==> config.mk <==
export PLATFORM = sky130hd
export DESIGN_NAME = button_ctrl
export DESIGN_NICKNAME = d
export VERILOG_FILES = /design/src/rtl/button_ctrl.sv
export SDC_FILE = /design/constraint.sdc
export NUM_CORES = 1
export LEC_CHECK = 0
export ABC_AREA = 1
export BUFFER_PORTS_ARGS = -buffer_cell sky130_fd_sc_hd__buf_2
export CORE_MARGIN = 1
export CORE_UTILIZATION = 40
export DETAILED_ROUTE_END_ITERATION = 12
export GPL_TIMING_DRIVEN = 0
export PLACE_DENSITY_LB_ADDON = 0.1
export SLEW_MARGIN = 20
export SYNTH_ARGS = -nofsm -noshare
export SYNTH_HDL_FRONTEND = slang
export SYNTH_SLANG_ARGS = --single-unit
==> constraint.sdc <==
create_clock -name clk -period 2 [get_ports clk]
set_input_delay 0.2 -clock clk [delete_from_list [all_inputs] [get_ports clk]]
set_output_delay 0.2 -clock clk [all_outputs]
set_load 0.005 [all_outputs]
==> src/rtl/button_ctrl.sv <==
`default_nettype none
// ============================================================================
// Module   : button_ctrl
// Purpose  : Synchronise, debounce and edge-detect four push-buttons; generate
//            auto-repeating press pulses and own the clk_mode state machine.
// Revision : 1.0  initial release
// ============================================================================
module button_ctrl #(
  parameter int unsigned DEBOUNCE_CYCLES = 250000,
  parameter int unsigned HOLD_CYCLES     = 50000000,
  parameter int unsigned REPEAT_CYCLES   = 12500000
) (
  input  logic       clk,
  input  logic       rst,
  input  logic       btn_mode_raw,
  input  logic       btn1_raw,
  input  logic       btn2_raw,
  input  logic       btn3_raw,
  output logic [1:0] clk_mode,
  output logic       button1,
  output logic       button2,
  output logic       button3,
  output logic       setampm,
  output logic       mode_change
);

  localparam int DW = $clog2(DEBOUNCE_CYCLES);
  localparam int HW = $clog2(HOLD_CYCLES + 1);
  localparam int RW = $clog2(REPEAT_CYCLES);

  localparam logic [DW-1:0] DEB_LAST = DW'(DEBOUNCE_CYCLES - 1);
  localparam logic [HW-1:0] HOLD_MAX = HW'(HOLD_CYCLES);
  localparam logic [RW-1:0] REP_LAST = RW'(REPEAT_CYCLES - 1);

  localparam logic [1:0] MODE_RUN   = 2'b00;
  localparam logic [1:0] MODE_TIME  = 2'b01;
  localparam logic [1:0] MODE_ALARM = 2'b10;
  localparam logic [1:0] MODE_DATE  = 2'b11;

  // Index 0 is the mode button, 1..3 are button1..button3.
  logic [3:0] raw;
  logic [3:0] stable;
  logic [3:0] stable_dly;
  logic [3:0] rise;
  logic [2:0] hold_done;
  logic [2:1] rep_fire;

  assign raw = {btn3_raw, btn2_raw, btn1_raw, btn_mode_raw};

  for (genvar i = 0; i < 4; i++) begin : g_deb
    logic          sync1_q, sync2_q;
    logic          stable_q, stable_d, stable_dly_q;
    logic [DW-1:0] cnt_q, cnt_d;

    always_comb begin
      stable_d = stable_q;
      cnt_d    = '0;
      if (sync2_q != stable_q) begin
        if (cnt_q == DEB_LAST) begin
          stable_d = ~stable_q;
        end else begin
          cnt_d = cnt_q + 1'b1;
        end
      end
    end

    always_ff @(posedge clk) begin
      if (rst) begin
        sync1_q      <= 1'b0;
        sync2_q      <= 1'b0;
        stable_q     <= 1'b0;
        stable_dly_q <= 1'b0;
        cnt_q        <= '0;
      end else begin
        sync1_q      <= raw[i];
        sync2_q      <= sync1_q;
        stable_q     <= stable_d;
        stable_dly_q <= stable_q;
        cnt_q        <= cnt_d;
      end
    end

    assign stable[i]     = stable_q;
    assign stable_dly[i] = stable_dly_q;
    assign rise[i]       = stable_q & ~stable_dly_q;
  end

  // Hold counters saturate at HOLD_CYCLES; hold_done stays high while still pressed.
  for (genvar i = 0; i < 3; i++) begin : g_hold
    logic [HW-1:0] hold_q, hold_d;

    always_comb begin
      hold_d = '0;
      if (stable[i]) begin
        hold_d = (hold_q == HOLD_MAX) ? hold_q : hold_q + 1'b1;
      end
    end

    always_ff @(posedge clk) begin
      if (rst) begin
        hold_q <= '0;
      end else begin
        hold_q <= hold_d;
      end
    end

    assign hold_done[i] = stable[i] & (hold_q == HOLD_MAX);
  end

  // Repeat phase 0 fires, so the first repeat coincides with the hold threshold.
  for (genvar i = 1; i < 3; i++) begin : g_rep
    logic [RW-1:0] rep_q, rep_d;

    always_comb begin
      rep_d = '0;
      if (hold_done[i]) begin
        rep_d = (rep_q == REP_LAST) ? '0 : rep_q + 1'b1;
      end
    end

    always_ff @(posedge clk) begin
      if (rst) begin
        rep_q <= '0;
      end else begin
        rep_q <= rep_d;
      end
    end

    assign rep_fire[i] = hold_done[i] & (rep_q == '0);
  end

  logic [1:0] mode_q, mode_d;
  logic       long_q, long_d;
  logic       long_fire, mode_fall;
  logic       setampm_q, setampm_d;
  logic       mode_change_q, mode_change_d;
  logic       button1_q, button2_q, button3_q;

  assign long_fire = hold_done[0] & ~long_q;
  assign mode_fall = stable_dly[0] & ~stable[0];

  always_ff @(posedge clk) begin
    if (rst) begin
      mode_q        <= MODE_RUN;
      long_q        <= 1'b0;
      setampm_q     <= 1'b0;
      mode_change_q <= 1'b0;
      button1_q     <= 1'b0;
      button2_q     <= 1'b0;
      button3_q     <= 1'b0;
    end else begin
      mode_q        <= mode_d;
      long_q        <= long_d;
      setampm_q     <= setampm_d;
      mode_change_q <= mode_change_d;
      button1_q     <= rise[1] | rep_fire[1];
      button2_q     <= rise[2] | rep_fire[2];
      button3_q     <= rise[3];
    end
  end

  always_comb begin
    mode_d = mode_q;
    long_d = long_q;
    if (rise[0]) begin
      long_d = 1'b0;
    end
    if (long_fire) begin
      long_d = 1'b1;
      if (mode_q != MODE_RUN) begin
        mode_d = MODE_RUN;
      end
    end else if (mode_fall && !long_q) begin
      case (mode_q)
        MODE_RUN:   mode_d = MODE_TIME;
        MODE_TIME:  mode_d = MODE_ALARM;
        MODE_ALARM: mode_d = MODE_DATE;
        default:    mode_d = MODE_RUN;
      endcase
    end
  end

  always_comb begin
    setampm_d     = long_fire & (mode_q == MODE_RUN);
    mode_change_d = (mode_d != mode_q);
  end

  assign clk_mode    = mode_q;
  assign setampm     = setampm_q;
  assign mode_change = mode_change_q;
  assign button1     = button1_q;
  assign button2     = button2_q;
  assign button3     = button3_q;

endmodule
`default_nettype wire
======== Yosys cells after proc, flatten, opt, wreduce, memory -nomap -nowiden ========
Cells that the tools add are included.
storage, ports and cells
  output and inout bits ................... 7
  register bits ........................... 222
  input bits .............................. 6
  logic and storage cells ................. 112
operators by class
  bitwise operators ....................... 29
  mux-type cells .......................... 6
  equality and inequality tests ........... 16
  add/sub/neg operators ................... 9
  reduce and logical (&&, ||, !) cells .... 20
operators by type and width
  operator               number
  $add 26x1->26 const B  3
  $eq 26x26->1 const B   3
  $add 18x1->18 const B  4
  $eq 18x18->1 const B   4
  $add 24x1->24 const B  2
  $eq 24x24->1 const B   2
  $logic_not 24->1       2
  $reduce_or 3->1        6
  $not 1->1              15
  $and 1x1->1            12
  $reduce_and 2->1       4
  $mux 2                 3
  $pmux 2 s3             1
  $reduce_or 2->1        3
  $ne 1x1->1             4
  $reduce_bool 2->1      2
  $eq 2x1->1 const B     1
  $eq 2x2->1 const B     1
  $logic_not 2->1        1
  $mux 1                 2
  $ne 2x2->1             1
  $or 1x1->1             2
  $logic_and 1x1->1      1
  $logic_not 1->1        1

======== Logic depth before layout (Yosys ltp) ========
  word-level depth ........................ 6
  mapped depth ............................ 12
  mapped depth without buffers ............ 12

======== Worst setup path after synthesis ========
OpenSTA, ideal clock, no wires.
  kind .................................... reg2reg
  from .................................... register g_deb[0].cnt_q[0]
  to ...................................... register g_deb[0].cnt_q[9]
  slack ................................... 346 ps
  data arrival time ....................... 1533 ps
  data required time ...................... 1878 ps
  path buffers ............................ 1
  clock period less this slack ............ 1654 ps
  library setup time ...................... 122 ps
  stages on the path, launching flop included .. 10
  cells stage by stage .................... dfxtp_1 > ha_1 > nand2_1 > inv_1 > nand3b_1 > nor4_1 > nand2_1 > nand2_1 > buf_4 > a21oi_1
between the ends
  longest elaborated chain between the ends .. 2
  elaborated cells on any way between the ends .. 3
  those cells by class .................... add/sub: 1; eq/ne: 1; reduce/logical: 1
ends and longest elaborated chain
  what                                                   line  RTL
  start: declaration                                     53    logic [DW-1:0] cnt_q, cnt_d;
  start signal: assignment                               79    cnt_q <= cnt_d;
  branches (longest 2 deep; another with $add 18x1->18)  -
Parallel ways; which one is timed is not known.
A chain may end at the register's enable or synchronous reset.

======== Worst setup path after layout ========
  from .................................... register g_deb[0].cnt_q[0]
  to ...................................... register g_deb[0].cnt_q[15]
The elaborated chain is that of the path after synthesis.

==> metrics <==
status=finished clean; Site Rows=58; Final Core Density=47.6%; Crit. End Element=flop; final hold slack=0.0355 ns; Distinct cells, synth=44; vias per cell=4.80; Slew @ Worst Pin=0.590 ns; die area=0.0268 sq mm; Tmin final=1.83 ns; placed cells=1,806; antenna-violating nets left=0; share of the synthesized area in the top cell type=42.4%; pin count of the biggest net entering global routing=14; initial core utilization=41.2%; Yosys Warn Count=0; port buffer count=11; CTS H-tree depth=1; Seq. cell area=0.00444 sq mm; post-route setup TNS=0 ns; DRC violations left=0; Setup violations, final=0; #FFs+latches synth=222; Main synth FF type=dfxtp_1; starting DRC count in detailed routing=417; Filler Cells Inserted=2,614; clk root buf=clkbuf_16; Final GP Congestion=0.840; sequential share of the synthesized area=42.4%; syn_area_per_cell=7.15 sq um; Worst-path clk slew=0.06 ns; Initial DRT Pass Iterations=6; largest area contributor in the synthesized netlist=dfxtp_1; Worst Path Class, Setup=reg2reg; initial antenna violation count=1; WL per Instance=11.4 um; Hold Violations, Final=0; crit share post-route=91.4%; Power per Cell Area=803 mW/mm^2; clk_lat worst skew=0.52 ns; post-DP HPWL=15,300 um; GRT Overall Usage=16.3%; via count=8,938; Post-DP Area=0.0109 sq mm; most frequent cells in the layout=nand2_1, dfxtp_1, inv_1; number of global-route vias before repair=8,420; crit start category=flop; Async SR Flop Fraction=0%; worst slew margin relative to its limit=60.7%; most common cell after layout, fill and taps aside=nand2_1; first-pass GRT wire length=37,000 um; Max Root-Sink Buffers=3; Syn Std Cell Area=0.0105 sq mm; Final Skew=0.00750 ns; layout cells sized above 1=9.86%; Die Y-Extent=164 um; P_leak=4.06 nW; Final Slew Violations=0; Multi-input gate area=0.00524 sq mm; Crit path arrival time=2.24 ns; DRT Wirelength=21,300 um; worst vdd ir=0.000678 V; Peak Freq=0.547 GHz; clk sinks=222; max cap viols=0; area grow syn2layout=15.4%; final layout net count=1,533; Final Cell Area=0.0121 sq mm; dominant cells by area after synthesis=dfxtp_1, nand2_1, nor2_1, inv_1, a21oi_1; Min-Delay Path Class=in2reg; Core Footprint=0.0254 sq mm; Overflow after GRT=0; Post-synth EDFFs=0; Gate Count Post-Synth=1,465; CTS tree=done; worst path required time=2.42 ns; Synth Net Count=1,487; Num CTS Buffers=27; num ports=13; crit-path max FO=10; Die W=164 um; final std cells w/o fill=1,861; ant diodes=0
[final cells by class]
cell class	instances	area share, %
Multi-Input combinational cell	1007	43.3
Clock buffer	37	6.31
Timing Repair Buffer	17	0.911
Tap cell	330	3.42
Clock inverter	12	1.58
Sequential cell	222	36.8
Buffer	16	0.849
Inverter	220	6.83
[per-stage QoR]
step           total power [W]  setup WS [ns]
2_1_floorplan          0.00456          0.346
3_3_place_gp           0.00459         -0.115
3_5_place_dp           0.00459         -0.140
4_1_cts                0.00986        0.00624
5_1_grt                 0.0101        -0.0271
6_report               0.00971          0.171
[cells by family (layout without fill, tap and decap cells)]
family	Yosys count	after routing	share of synthesized area, %
flip-flops	222	222	42.4
AO/OA/AOI/OAI	198	198	9.97
XOR/XNOR	37	37	3.09
adder cells (fa/ha/maj)	16	16	1.91
buffers and inverters	236	302	8.84
AND/OR/NAND/NOR	756	756	33.8
[power breakdown]
group	internal, W	switching, W
registers	0.00443	0.00000532
clock network	0.00330	0.00191
logic	0.0000206	0.0000374
[sequential cells by signal, summed over array words and instances, names as in the netlist, 2 cells and up]
register            cells
g_deb.cnt_q            72
clk_mode                2
g_deb.stable_dly_q      4
g_deb.sync1_q           4
g_hold.hold_q          78
g_deb.stable_q          4
g_deb.sync2_q           4
g_rep.rep_q            48
[worst max-delay path, cell delays in order (launching register included)]
cell,delay (ns)
dfxtp_1,0.40
ha_1,0.20
nand2_1,0.07
inv_1,0.13
nand3b_1,0.16
nor4_4,0.21
nand2_1,0.15
nand2_4,0.15
buf_4,0.19
nor2_1,0.06
[synthesized netlist by cell type, types with 2 or more instances]
cell type,instances
o21bai_1,2
nor4_1,21
a21oi_1,101
clkbuf_1,6
nor2_1,216
inv_1,213
nand3b_1,5
or3_1,2
a21oi_2,3
ha_1,16
nor3b_1,11
inv_2,6
nand3_2,2
nand4_1,36
o21a_1,5
nand3_1,86
xor2_1,26
nor2_4,6
buf_2,2
nor3_4,2
buf_4,4
nor3_1,57
nand2_1,252
dfxtp_1,222
nor3_2,13
o211a_1,2
a31oi_1,6
buf_6,3
nor2_2,23
o21ai_0,70
and3_1,4
nand2_2,9
o21ai_1,6
nor3b_2,4
xnor2_1,11
a211oi_1,2
or2_2,3
[worst paths after layout]
kind	from	endpoint	slack, ns	cells past startpoint
hold / removal	rst	mode_change$_SDFF_PP0_	0.04	2
hold reg to reg	g_deb[1].sync1_q$_SDFF_PP0_	g_deb[1].sync2_q$_SDFF_PP0_	0.41	2
setup reg to reg	g_deb[0].cnt_q[0]$_SDFF_PP0_	g_deb[0].cnt_q[15]$_SDFF_PP0_	0.17	9
setup / recovery	g_deb[0].cnt_q[0]$_SDFF_PP0_	g_deb[0].cnt_q[15]$_SDFF_PP0_	0.17	9
[per-layer routing]
metal | wire length, um | vias to the layer above | global-route usage, %
met5 | 8 | - | 0
met4 | 441 | 2 | 4.38
met3 | 725 | 36 | 2.75
met2 | 9210 | 92 | 27.2
met1 | 10900 | 3960 | 21.6
li1 | - | 4848 | -
[repair_timing]
item	4_1_cts	5_1_grt
endpoints found under the setup margin	11	56
hold buffers	4	0
endpoints found under the hold margin	4	0
resized for setup	2	26
setup buffers	0	2
cloned	0	0
pin swaps	0	3
Note: power is estimated with default switching activity, not from simulation.
